### src/rtl/debug_pkg.sv
// Shared encodings for the SNN debug probe: config field layout, mode codes and FSM states.
package debug_pkg;

  localparam int unsigned CFG_MODE_MSB = 7;
  localparam int unsigned CFG_MODE_LSB = 6;
  localparam int unsigned CFG_IDX_MSB  = 5;
  localparam int unsigned CFG_IDX_LSB  = 0;

  localparam logic [1:0] MODE_STATIC  = 2'b00;
  localparam logic [1:0] MODE_SCAN    = 2'b01;
  localparam logic [1:0] MODE_CAPTURE = 2'b10;
  localparam logic [1:0] MODE_RSVD    = 2'b11;

  typedef enum logic [1:0] {
    S_STATIC,
    S_SCAN,
    S_ARMED,
    S_HELD
  } state_e;

  function automatic state_e mode_to_state(logic [1:0] mode);
    case (mode)
      MODE_SCAN:    return S_SCAN;
      MODE_CAPTURE: return S_ARMED;
      default:      return S_STATIC;
    endcase
  endfunction

endpackage

### src/rtl/debug_chan_mux.sv
// Combinational channel select: membrane potential for idx < NumNeurons, else the spike vector.
module debug_chan_mux #(
  parameter int unsigned NumNeurons = 10,
  parameter int unsigned NBits      = 2,
  parameter int unsigned NSpikes    = 8,
  parameter int unsigned OutW       = 8
) (
  input  logic [5:0]                  idx_i,
  input  logic [NumNeurons*NBits-1:0] pots_i,
  input  logic [NSpikes-1:0]          spikes_i,
  output logic [OutW-1:0]             data_o
);

  always_comb begin
    data_o = OutW'(spikes_i);
    for (int unsigned i = 0; i < NumNeurons; i++) begin
      if (32'(idx_i) == i) begin
        data_o = OutW'(pots_i[i*NBits +: NBits]);
      end
    end
  end

endmodule

### src/rtl/debug_scan_probe.sv
// Debug probe: static channel select, timed auto-scan, or spike-triggered snapshot capture.
module debug_scan_probe
  import debug_pkg::*;
#(
  parameter int unsigned NUM_NEURONS = 10,
  parameter int unsigned NBITS       = 2,
  parameter int unsigned NSPIKES     = 8,
  parameter int unsigned OUT_W       = 8,
  parameter int unsigned DWELL       = 4
) (
  input  logic                         clk,
  input  logic                         rst,
  input  logic                         en,
  input  logic [7:0]                   debug_config_in,
  input  logic [NUM_NEURONS*NBITS-1:0] membrane_potentials,
  input  logic [NSPIKES-1:0]           output_spikes_layer1,
  output logic [OUT_W-1:0]             debug_select,
  output logic [7:0]                   debug_chan,
  output logic                         debug_valid,
  output logic                         debug_frame
);

  localparam int unsigned DwW = (DWELL > 1) ? $clog2(DWELL) : 1;

  if (NBITS > OUT_W || NSPIKES > OUT_W || DWELL < 1) begin : g_param_err
    $error("debug_scan_probe: NBITS/NSPIKES must fit OUT_W and DWELL must be >= 1");
  end

  logic [7:0]       cfg_q, cfg_d;
  state_e           state_q, state_d;
  logic [7:0]       scan_chan_q, scan_chan_d;
  logic [DwW-1:0]   dwell_q, dwell_d;
  logic [OUT_W-1:0] sel_q, sel_d;
  logic [7:0]       chan_q, chan_d;
  logic             valid_q, valid_d;
  logic             frame_q, frame_d;

  logic [1:0]       cfg_mode;
  logic [5:0]       cfg_idx;
  logic [5:0]       mux_idx;
  logic [7:0]       chan_num;
  logic [OUT_W-1:0] mux_data;
  logic             trig;
  logic             dwell_last;
  logic             scan_last;

  assign cfg_mode   = cfg_q[CFG_MODE_MSB:CFG_MODE_LSB];
  assign cfg_idx    = cfg_q[CFG_IDX_MSB:CFG_IDX_LSB];
  assign trig       = |output_spikes_layer1;
  assign dwell_last = (dwell_q == DwW'(DWELL - 1));
  assign scan_last  = (scan_chan_q == 8'(NUM_NEURONS));

  // Reserved mode pins the static selection to the spike slot.
  always_comb begin
    if (state_q == S_SCAN) begin
      mux_idx = scan_chan_q[5:0];
    end else if (cfg_mode == MODE_RSVD) begin
      mux_idx = 6'(NUM_NEURONS);
    end else begin
      mux_idx = cfg_idx;
    end
  end

  assign chan_num = (32'(mux_idx) < NUM_NEURONS) ? {2'b00, mux_idx} : 8'(NUM_NEURONS);

  debug_chan_mux #(
    .NumNeurons (NUM_NEURONS),
    .NBits      (NBITS),
    .NSpikes    (NSPIKES),
    .OutW       (OUT_W)
  ) u_chan_mux (
    .idx_i    (mux_idx),
    .pots_i   (membrane_potentials),
    .spikes_i (output_spikes_layer1),
    .data_o   (mux_data)
  );

  // Control state: a config write takes priority over dwell expiry and triggers.
  always_comb begin
    cfg_d       = cfg_q;
    state_d     = state_q;
    scan_chan_d = scan_chan_q;
    dwell_d     = dwell_q;
    if (en) begin
      cfg_d       = debug_config_in;
      state_d     = mode_to_state(debug_config_in[CFG_MODE_MSB:CFG_MODE_LSB]);
      scan_chan_d = '0;
      dwell_d     = '0;
    end else begin
      case (state_q)
        S_SCAN: begin
          if (dwell_last) begin
            dwell_d     = '0;
            scan_chan_d = scan_last ? 8'd0 : scan_chan_q + 8'd1;
          end else begin
            dwell_d = dwell_q + 1'b1;
          end
        end
        S_ARMED: if (trig) state_d = S_HELD;
        default: ;
      endcase
    end
  end

  // Output registers follow the current state; outputs reflect a new config one edge after load.
  always_comb begin
    sel_d   = sel_q;
    chan_d  = chan_q;
    valid_d = valid_q;
    frame_d = 1'b0;
    case (state_q)
      S_STATIC: begin
        sel_d   = mux_data;
        chan_d  = chan_num;
        valid_d = 1'b1;
      end
      S_SCAN: begin
        sel_d   = mux_data;
        chan_d  = chan_num;
        valid_d = 1'b1;
        frame_d = (scan_chan_q == 8'd0) && (dwell_q == '0);
      end
      S_ARMED: begin
        sel_d   = mux_data;
        chan_d  = chan_num;
        valid_d = trig && !en;
      end
      S_HELD: begin
        valid_d = 1'b1;
      end
      default: ;
    endcase
  end

  always_ff @(posedge clk or posedge rst) begin
    if (rst) begin
      cfg_q       <= '0;
      state_q     <= S_STATIC;
      scan_chan_q <= '0;
      dwell_q     <= '0;
      sel_q       <= '0;
      chan_q      <= '0;
      valid_q     <= 1'b0;
      frame_q     <= 1'b0;
    end else begin
      cfg_q       <= cfg_d;
      state_q     <= state_d;
      scan_chan_q <= scan_chan_d;
      dwell_q     <= dwell_d;
      sel_q       <= sel_d;
      chan_q      <= chan_d;
      valid_q     <= valid_d;
      frame_q     <= frame_d;
    end
  end

  assign debug_select = sel_q;
  assign debug_chan   = chan_q;
  assign debug_valid  = valid_q;
  assign debug_frame  = frame_q;

endmodule
### config.mk
export PLATFORM = sky130hd
export DESIGN_NAME = debug_scan_probe
export DESIGN_NICKNAME = d
export VERILOG_FILES = /design/src/rtl/debug_pkg.sv /design/src/rtl/debug_chan_mux.sv /design/src/rtl/debug_scan_probe.sv
export SDC_FILE = /design/constraint.sdc
export NUM_CORES = 1
export LEC_CHECK = 0
export ABC_AREA = 1
export BUFFER_PORTS_ARGS = -buffer_cell sky130_fd_sc_hd__buf_2
export CAP_MARGIN = 0
export CORE_AREA = 2 2 67 69
export CTS_BUF_LIST = sky130_fd_sc_hd__clkbuf_8
export DETAILED_ROUTE_END_ITERATION = 7
export DIE_AREA = 0 0 69 71
export PLACE_DENSITY = 0.77
export SYNTH_ARGS = -nofsm -noshare
export SYNTH_HDL_FRONTEND = slang
export SYNTH_SLANG_ARGS = --single-unit
### constraint.sdc
create_clock -name clk -period 2.5 [get_ports clk]
set_input_delay 0 -clock clk [delete_from_list [all_inputs] [get_ports clk]]
set_output_delay 0 -clock clk [all_outputs]
set_load 0.01 [all_outputs]
After elaboration in Yosys (flattened, before gate mapping)
Index checks and enable logic that the tools add are counted.

Input port bits: 39. Output and inout port bits: 18. Flip-flop bits (word level): 38. Logic and storage cells: 70.

Multiplexer cells: 26. Add/subtract/negate cells: 2. Equal/unequal tests: 17. Order comparisons: 1. Reduce and logical (&&, ||, !) cells: 16.

Operators by type and width (count): $mux W8 (14); $eq A6 B3 Y1 const B (4); $mux W6 (3); $eq A6 B2 Y1 const B (2); $eq A6 B4 Y1 const B (2); $mux W2 (6); $eq A2 B2 Y1 const B (5); $add A8 B1 Y8 const B (1); $eq A8 B4 Y1 const B (1); $logic_not A8 Y1 (1); $reduce_bool A2 Y1 (4); $reduce_or A8 Y1 (1); $eq A6 B1 Y1 const B (1); $logic_not A6 Y1 (1); $lt A6 B4 Y1 const B (1); $reduce_or A3 Y1 (2); $eq A2 B1 Y1 const B (2); $logic_not A2 Y1 (2); $pmux W2 S2 (1); $reduce_and A2 Y1 (2); $add A2 B1 Y2 const B (1); $logic_and A1 B1 Y1 (2); $pmux W1 S2 (1); $logic_not A1 Y1 (1); $mux W1 (1).

Logic depth before layout (Yosys ltp)
Gate-level depths: netlist (run 1).

Depth after elaboration: 14. Mapped depth: 21. Depth with buffers taken out: 21.

Modules after synthesis
From an unflattened synthesis (run 1), not the netlist that was laid out.

Cells, all modules: 342. Area, all modules: 2311.0 µm².

Modules (own cells, without submodules): debug_scan_probe (sequential area each 900.9 µm², area an instance 1834.3 µm², cells each 235, times used 1); debug_chan_mux (sequential area each 0.0 µm², area an instance 476.7 µm², cells each 107, times used 1).

Worst setup path before layout (run 1)
Ideal clock, no wire load.

Kind: register to register. Start: register state_q[1]. End: register sel_q[1], in the netlist debug_select[1]. Buffers on the path: 0. Data arrival time: 1701 ps. Stages on the path, launching flop included: 21. Library setup time: 116 ps. Slack: 683 ps. Clock period less this slack: 1817 ps. Data required time: 2384 ps. Cell sequence: dfrtp_1 -> inv_2 -> nand2_4 -> nand3_1 -> nand2_1 -> inv_2 -> nand2_2 -> nor2_2 -> inv_2 -> nor2_2 -> inv_2 -> nor2_2 -> nor2_1 -> nand2_1 -> nand2_1 -> nand2_1 -> nand2_1 -> nand2_1 -> nand2_1 -> nand2_1 -> nand2_1.

Cells in the longest elaborated chain, start to end: 13. Elaborated cells on any way between the ends: 25. Classes of those cells: eq/ne: 11; mux: 11; reduce/logical: 3.

RTL lines: start, declared (RTL line debug_scan_probe.sv:30) `state_e state_q, state_d;`; start signal, assigned (RTL line debug_scan_probe.sv:147) `state_q <= state_d;`; $eq A2 B1 Y1 (RTL line debug_scan_probe.sv:55, debug_scan_probe.sv:111); $mux W6 (RTL line debug_scan_probe.sv:55) `if (state_q == S_SCAN) begin`; $logic_not A6 Y1 (RTL line debug_chan_mux.sv:17) `if (32'(idx_i) == i) begin`; $mux W8 (10 in a row) (RTL line debug_chan_mux.sv:17); end signal, assigned (RTL line debug_scan_probe.sv:150) `sel_q <= sel_d;`; end, declared (RTL line debug_scan_probe.sv:33) `logic [OUT_W-1:0] sel_q, sel_d;`.

Parallel ways exist; a longest one is shown, timed or not. A chain may end at the register's enable or synchronous reset.

Worst setup path after layout (run 1)
Start: register state_q[0]. End: register sel_q[1], in the netlist debug_select[1].

Same word-level chain as after synthesis.

==> qor.txt, run 1 <==
SETUP PATH
--------------------------------------------------------------------------------------
Largest stage delay on the critical path                                        440 ps
Delay-heaviest family, CP                                                 simple AND/OR/NAND/NOR gates
Endpoint of the worst-slack reg-to-reg timing path                        debug_select[1]
Ordered list of cells on the worst path                                   inv_2 > nor2_4 > nand2_1 > nand2_2 > nand2_2 > nor2_2 > inv_2 > nor2_2 > inv_2 > nor2_2 > nor2_1 > nand2_1 > nand2_1 > nand2_1 > nand2_1 > nand2_1 > nand2_1 > nand2_1 > nand2_1
Cell count of the worst reg-to-reg path                                             19
CP Data Required Time                                                          2690 ps
Worst-path cell with the longest stage delay                              sky130_fd_sc_hd__dfrtp_1
Worst Setup End Kind                                                         flip-flop
CP most frequent cell                                                     sky130_fd_sc_hd__nand2_1
Worst r2r src                                                               state_q[0]
Critical Setup Path Class                                                 flip-flop to flip-flop
Startpoint type of the worst setup path                                      flip-flop
Worst path buffer plus inverter count                                                3
CP arrival                                                                     2300 ps
Register-to-register setup slack                                                380 ps
Max FO, Critical Path                                                               12

YOSYS
--------------------------------------------------------------------------------------
Combinational family with the most area after synthesis                   simple AND/OR/NAND/NOR gates
Post-synth ARST share                                                             100%
Share of Yosys cell area claimed by the top area cell type                       41.2%
Average size of a mapped cell                                                7.38 um^2
Post-synthesis compound-gate area fraction                                       11.8%
Mapped Area                                                               0.00218 mm^2
Dominant synthesized flop cell                                            sky130_fd_sc_hd__dfrtp_1
Synth Register Bits                                                                 36
Area share of and/or/nand/nor cells after synthesis                              34.6%
Sequential-to-total area share from yosys stat                                   41.2%
Warning count from the yosys run                                                     0
Portion of netlist area occupied by mux cells                                       0%
Number of distinct standard cells referenced by the synthesized netlist             33
Gate count after technology mapping                                                296
Biggest area consumer among synthesized cells                             sky130_fd_sc_hd__dfrtp_1
Number of enable-type register cells in the synthesized netlist                      0
Xor/xnor cell area share of the yosys netlist                                       0%
Cell types with the largest area share after synthesis                    sky130_fd_sc_hd__dfrtp_1 41%, sky130_fd_sc_hd__nand2_1 15%, sky130_fd_sc_hd__inv_1 5.8%, sky130_fd_sc_hd__nand3_1 4.4%, sky130_fd_sc_hd__nor2_1 4.0%
Area share of fa/ha/maj cells after synthesis                                    2.86%

POWER AND IR DROP
--------------------------------------------------------------------------------------
Reported leakage power                                                         1.42 nW
PwrDens                                                                    608 mW/mm^2
Max rail drop VDD                                                               441 uV

DIE
--------------------------------------------------------------------------------------
Die Span Y                                                                       71 um
Number of top-level pins                                                            57
Die Wd                                                                           69 um
Core area                                                                 0.00420 mm^2
Row Count                                                                           24
Initial standard-cell utilization of the core                                    52.0%
Die area                                                                  0.00490 mm^2

MIN PATH
--------------------------------------------------------------------------------------
HP Class                                                                  input port to flip-flop
Startpoint of the most critical hold path                                 output_spikes_layer1[7]
Worst Hold Endpoint                                                       debug_select[7]
Hold Path Cell Cnt                                                                   2

ROUTE
--------------------------------------------------------------------------------------
Max layer used                                                                    met4
Post-detailed-route count of antenna-violating nets                                  0
Final WL                                                                       4.94 mm
Average wire length per cell after detail routing                              11.8 um
Count of TritonRoute iterations in the first routing pass                            4
Violation count after the first detailed-routing iteration                         203
Routed met3 length                                                              239 um
Via count                                                                         2113
Metal2 WL                                                                      2.40 mm
Number of vias per cell after detailed routing                                    5.07
DRC Markers                                                                          0
M1 WL                                                                          2.25 mm

CELLS AND AREA
--------------------------------------------------------------------------------------
Number of nets in the layout                                                       409
Area Growth Syn to Fin                                                           24.3%
Layout cells sized above 1                                                       24.7%
Most frequent cells in the layout                                         86 x sky130_fd_sc_hd__nand2_1, 54 x sky130_fd_sc_hd__buf_2, 36 x sky130_fd_sc_hd__dfrtp_1
Number of diodes                                                                     0
# fillers                                                                          367
Leading cell type in the layout, fill and taps excluded                   sky130_fd_sc_hd__nand2_1

CLOCK NETWORK
--------------------------------------------------------------------------------------
Count of instances resized after the clock tree is built                             0
Total clock buffers created by CTS                                                   5
Sink count of the clock tree                                                        36
CTS HTree Levels                                                                     2
Reg clk slew, reported paths                                                     70 ps
Post-CTS setup buffers                                                               0
Clock Path Buffers                                                                   2
Root Driver                                                               sky130_fd_sc_hd__clkbuf_8
TritonCTS clock tree                                                             built
Insertion delay of the later-clocked pin in the worst-skew pair                 290 ps

TIMING
--------------------------------------------------------------------------------------
Hold Worst Slack                                                              -3.69 ps
Setup violators final                                                                0
Unrepaired setup endpoints after global routing                                     no
Setup tns final                                                                   0 ps
Final Slew Violations                                                                0
Final Hold Violating Endpoints                                                       2
Post-Route Skew                                                                8.82 ps
Final min period                                                               2120 ps
Max Freq                                                                       472 MHz
Period utilization                                                               84.7%

PLACED DESIGN
--------------------------------------------------------------------------------------
Routability-driven placement congestion ratio                                    0.846
PortBufs                                                                            54
Post-detailed-placement half-perimeter wirelength                              3.57 mm

JOB
--------------------------------------------------------------------------------------
Max-cap violation count                                                              0

GLOBAL ROUTING
--------------------------------------------------------------------------------------
Total congestion overflow after global routing                                       0
Vias in the first global route                                                    1955
Total GRT Usage                                                                  21.5%
Wire length of the first global-routing pass                                   8.54 mm
Pin count of the biggest net entering global routing                                37
Initial antenna violation count                                                      0

OUTCOME
--------------------------------------------------------------------------------------
Violations in the final reports                                           negative hold slack
Status                                                                    finished with violations

[cells by family after synthesis]
| kind of cell | count (synthesis) |
|---|---|
| AOI/OAI and AO/OA | 42 |
| DFF | 36 |
| other | 1 |
| and+or+nand+nor | 162 |
| buffers and inverters | 50 |
| adders and majority gates | 5 |
[report_power, final]
part           internal (mW)  switching [mW]  total, mW
Clock                  0.245           0.201      0.447
Combinational          0.191           0.321      0.512
Sequential             0.656          0.0387      0.695
[metrics by stage]
| step | utilization [%] | cell area [um^2] | power (mW) | setup WS [ps] | std cells |
|---|---|---|---|---|---|
| after floorplan | - | 2190 | 1.05 | 683 | 297 |
| after global placement | 59.2 | 2490 | 1.19 | 460 | 397 |
| after detailed placement | 59.2 | 2490 | 1.20 | 394 | 397 |
| after CTS | 64.6 | 2720 | 1.66 | 376 | 417 |
| after global routing | 64.6 | 2720 | 1.75 | 97.0 | 417 |
| final | 64.6 | 2720 | 1.65 | 383 | 417 |
[repair_timing]
| item | 4_1_cts | 5_1_grt |
|---|---|---|
| hold buffers | 13 | 0 |
| hold endpoints to repair | 48 | 0 |
| setup endpoints to repair | 0 | 0 |
[worst max-delay path by stage]
| stage | from | endpoint | slack [ps] | depth (start not counted) |
|---|---|---|---|---|
| 5_1_grt | state_q[0] | debug_select[0] | 100 | 17 |
| 4_1_cts | state_q[0] | debug_select[1] | 380 | 19 |
| 3_3_place_gp | state_q[0] | debug_select[0] | 460 | 17 |
| 3_5_place_dp | state_q[0] | debug_select[1] | 390 | 19 |
| 2_1_floorplan | state_q[1] | debug_select[1] | 680 | 20 |
| 6_report | state_q[0] | debug_select[1] | 380 | 19 |
[worst register-to-register path: stages, from the launching register on]
cell                      delay (ps)
sky130_fd_sc_hd__dfrtp_1         440
sky130_fd_sc_hd__inv_2            80
sky130_fd_sc_hd__nor2_4          260
sky130_fd_sc_hd__nand2_1         140
sky130_fd_sc_hd__nand2_2         140
sky130_fd_sc_hd__nand2_2          70
sky130_fd_sc_hd__nor2_2          100
sky130_fd_sc_hd__inv_2            50
sky130_fd_sc_hd__nor2_2          140
sky130_fd_sc_hd__inv_2            80
sky130_fd_sc_hd__nor2_2          100
sky130_fd_sc_hd__nor2_1           50
sky130_fd_sc_hd__nand2_1          50
sky130_fd_sc_hd__nand2_1          40
sky130_fd_sc_hd__nand2_1          50
sky130_fd_sc_hd__nand2_1          40
sky130_fd_sc_hd__nand2_1          50
sky130_fd_sc_hd__nand2_1          40
sky130_fd_sc_hd__nand2_1          50
sky130_fd_sc_hd__nand2_1          40
[sequential cells by signal, indices dropped and copies added (netlist names)]
name          flops
cfg_q             8
debug_chan        6
debug_frame       1
debug_select      8
debug_valid       1
dwell_q           2
scan_chan_q       8
state_q           2
[layout make-up]
type                       instances  area (um^2)  area share, %
multi-input combinational        211         1080           39.9
sequential                        36          901           33.2
timing repair buffer              68          408           15.0
inverter                          43          163           5.99
clock buffer                       7         96.3           3.55
tap                               52         65.1           2.40
[synthesized netlist by cell type, types with 2 or more instances]
| library cell | instances |
|---|---|
| sky130_fd_sc_hd__clkbuf_1 | 4 |
| sky130_fd_sc_hd__inv_2 | 7 |
| sky130_fd_sc_hd__nand3_1 | 19 |
| sky130_fd_sc_hd__a21oi_1 | 9 |
| sky130_fd_sc_hd__nor2_1 | 23 |
| sky130_fd_sc_hd__o21ai_0 | 17 |
| sky130_fd_sc_hd__dfrtp_1 | 36 |
| sky130_fd_sc_hd__o22ai_1 | 2 |
| sky130_fd_sc_hd__nand4_1 | 4 |
| sky130_fd_sc_hd__buf_4 | 2 |
| sky130_fd_sc_hd__a32o_1 | 4 |
| sky130_fd_sc_hd__inv_1 | 34 |
| sky130_fd_sc_hd__nor3_1 | 8 |
| sky130_fd_sc_hd__nor2_2 | 4 |
| sky130_fd_sc_hd__nand2_1 | 86 |
| sky130_fd_sc_hd__a31oi_1 | 2 |
| sky130_fd_sc_hd__o211ai_1 | 4 |
| sky130_fd_sc_hd__ha_1 | 5 |
| sky130_fd_sc_hd__nand2_4 | 6 |
| sky130_fd_sc_hd__o31ai_1 | 2 |
| sky130_fd_sc_hd__nand2_2 | 6 |
[per-layer routing]
layer	global-route usage (%)	up-vias
li1	-	1082
met1	27.7	963
met2	37.0	61
met3	4.42	7
met4	5.88	0
met5	0	-
Power figures use the tool's default switching activity.
==> inputs of run 2 (changes only) <==
--- a/config.mk
+++ b/config.mk
@@ -8,11 +8,11 @@
 export ABC_AREA = 1
 export BUFFER_PORTS_ARGS = -buffer_cell sky130_fd_sc_hd__buf_2
 export CAP_MARGIN = 0
-export CORE_AREA = 2 2 67 69
+export CORE_AREA = 2 2 70 72
 export CTS_BUF_LIST = sky130_fd_sc_hd__clkbuf_8
 export DETAILED_ROUTE_END_ITERATION = 7
-export DIE_AREA = 0 0 69 71
-export PLACE_DENSITY = 0.77
+export DIE_AREA = 0 0 72 74
+export PLACE_DENSITY = 0.74
 export SYNTH_ARGS = -nofsm -noshare
 export SYNTH_HDL_FRONTEND = slang
 export SYNTH_SLANG_ARGS = --single-unit
==> constraint.sdc (replaced) <==
create_clock -name clk -period 1.7 [get_ports clk]
set_input_delay 0 -clock clk [delete_from_list [all_inputs] [get_ports clk]]
set_output_delay 0 -clock clk [all_outputs]
set_load 0.01 [all_outputs]
==> qor.txt, run 2 (same netlist as run 1, synthesis figures left out) <==
DIE
------------------------------------------------------------------------------
Die area                                                          0.00533 mm^2
Initial standard-cell utilization of the core                            47.5%
Row Count                                                                   25
Die Wd                                                                   72 um
Die Span Y                                                               74 um
Core area                                                         0.00460 mm^2
Number of top-level pins                                                    57

CLOCK NETWORK
------------------------------------------------------------------------------
Insertion delay of the later-clocked pin in the worst-skew pair         300 ps
Clock Path Buffers                                                           2
TritonCTS clock tree                                                     built
Reg clk slew, reported paths                                             80 ps
Total clock buffers created by CTS                                           5
Root Driver                                                       sky130_fd_sc_hd__clkbuf_8
CTS HTree Levels                                                             2
Sink count of the clock tree                                                36

ROUTE
------------------------------------------------------------------------------
DRC Markers                                                                  0
Routed met3 length                                                      302 um
Via count                                                                 2431
Post-detailed-route count of antenna-violating nets                          0
Violation count after the first detailed-routing iteration                 130
Max layer used                                                            met4
Metal2 WL                                                              3.40 mm
Average wire length per cell after detail routing                      14.0 um
Final WL                                                               6.58 mm
M1 WL                                                                  2.69 mm
Number of vias per cell after detailed routing                            5.17
Count of TritonRoute iterations in the first routing pass                    4

SETUP PATH
------------------------------------------------------------------------------
Worst Setup End Kind                                                 flip-flop
Start point of the critical path                                  scan_chan_q[4]
CP arrival                                                             2220 ps
Largest stage delay on the critical path                                380 ps
Startpoint type of the worst setup path                              flip-flop
Cell count of the worst reg-to-reg path                                     17
CP most frequent cell                                             sky130_fd_sc_hd__nand2_1
Register-to-register setup slack                                       -310 ps
Critical Setup Path Class                                         flip-flop to flip-flop
Worst path buffer plus inverter count                                        3
Delay-heaviest family, CP                                         simple AND/OR/NAND/NOR gates
Ordered list of cells on the worst path                           or2_1 > nand2_2 > nand2_2 > inv_4 > nand2_4 > nor2_4 > inv_2 > nor2_4 > inv_4 > nor3_4 > nor3_2 > nand2_1 > nand2_1 > nand2_1 > nand2_1 > nand2_1 > nand2_1
Max FO, Critical Path                                                        5
Endpoint of the worst-slack reg-to-reg timing path                debug_select[0]
Number of stages on the worst setup path                                    17
Worst setup endpoint                                              debug_select[0]
Worst-path cell with the longest stage delay                      sky130_fd_sc_hd__dfrtp_1
Worst r2r src                                                     scan_chan_q[4]
CP Data Required Time                                                  1910 ps

PLACED DESIGN
------------------------------------------------------------------------------
Post-detailed-placement half-perimeter wirelength                      3.90 mm
Setup slack after placement                                            -261 ps
Routability-driven placement congestion ratio                            0.824
PortBufs                                                                    54

GLOBAL ROUTING
------------------------------------------------------------------------------
Total congestion overflow after global routing                               0
Vias in the first global route                                            2119
Wire length of the first global-routing pass                           9.18 mm
Pin count of the biggest net entering global routing                        37
Total GRT Usage                                                          22.1%
Initial antenna violation count                                              0

CELLS AND AREA
------------------------------------------------------------------------------
Area used by sequential logic in the layout                           902 um^2
Number of nets in the layout                                               459
Area Growth Syn to Fin                                                   53.8%
# fillers                                                                  329
Number of diodes                                                             0
Leading cell type in the layout, fill and taps excluded           sky130_fd_sc_hd__nand2_1
Combined area of the multi-input logic cells                      0.00128 mm^2
Layout cells sized above 1                                               40.4%
Most frequent cells in the layout                                 75 x sky130_fd_sc_hd__nand2_1, 54 x sky130_fd_sc_hd__buf_2, 39 x sky130_fd_sc_hd__buf_4

POWER AND IR DROP
------------------------------------------------------------------------------
Reported leakage power                                                 1.73 nW
Total chip power                                                       2.90 mW
PwrDens                                                            864 mW/mm^2
Max rail drop VDD                                                       565 uV

TIMING
------------------------------------------------------------------------------
Unrepaired setup endpoints after global routing                            yes
Period utilization                                                        118%
Max Freq                                                               497 MHz
Final min period                                                       2010 ps
Post-Route Skew                                                        9.07 ps
Final Slew Violations                                                        0
Setup tns final                                                       -2110 ps
Final Hold Violating Endpoints                                               0
Post-layout worst setup margin                                         -311 ps
Setup violators final                                                        8

OUTCOME
------------------------------------------------------------------------------
Violations in the final reports                                   negative setup slack
Status                                                            finished with violations

MIN PATH
------------------------------------------------------------------------------
HP Class                                                          input port to flip-flop

JOB
------------------------------------------------------------------------------
Max-cap violation count                                                      0

[run 2: cell count changes in the layout (fill, tap and decap cells not counted), sizes merged]
cell and change:
buf +46, bufinv +1, clkbuf -2, clkinvlp +1, dlygate4sd3 +3, inv +1
nor2 +1
[run 2: worst min path at each step]
| stage | start | end | slack [ps] | depth (start not counted) |
|---|---|---|---|---|
| floorplan | debug_config_in[6] | state_q[1] | 100 | 1 |
| global placement | rst | debug_chan[4] | 120 | 3 |
| detailed placement | rst | debug_select[6] | 130 | 3 |
| CTS | membrane_potentials[18] | debug_select[0] | 30 | 5 |
| global route | membrane_potentials[18] | debug_select[0] | 60 | 5 |
| finish | membrane_potentials[18] | debug_select[0] | 20 | 5 |
[run 2: layer usage]
layer | up-vias | global-route usage (%)
li1 | 1192 | -
met1 | 1147 | 26.9
met2 | 73 | 40.1
met3 | 19 | 4.20
met4 | 0 | 6.29
met5 | - | 0
[run 2: cell type report]
type,instances,share of cell area [%]
clock buffer,5,2.05
clock inverter,3,1.27
inverter,43,5.10
multi-input combinational,212,38.0
sequential,36,26.9
tap,54,2.01
timing repair buffer,117,24.7
[run 2: tightest hold or removal path, delay by kind of cell]
kind                   cells  cell delay, ps
buffers and inverters      2             130
AO/OA/AOI/OAI              1              80
AND/OR/NAND/NOR            2              80
[run 2: timing repair]
action | in CTS | in global routing
pin swaps | 10 | 31
gates cloned | 1 | 0
endpoints found under the setup margin | 11 | 11
hold buffers | 16 | 0
setup buffers | 9 | 10
endpoints found under the hold margin | 51 | 0
resized for setup | 9 | 49
[run 2: power breakdown]
part	switching, mW	internal (mW)	total (mW)
logic	0.616	0.483	1.10
registers	0.0591	0.964	1.02
clock network	0.345	0.434	0.779
total	1.02	1.88	2.90
[run 2: through the flow]
stage / std cells / util (%) / cell area, um^2 / hold WS [ps]
global route: 470 / 73.1 / 3360 / 61.1
finish: 470 / 73.1 / 3360 / 20.8
global placement: 427 / 59.4 / 2730 / 123
detailed placement: 427 / 59.4 / 2730 / 131
floorplan: 297 / - / 2210 / 101
CTS: 461 / 67.4 / 3100 / 29.9
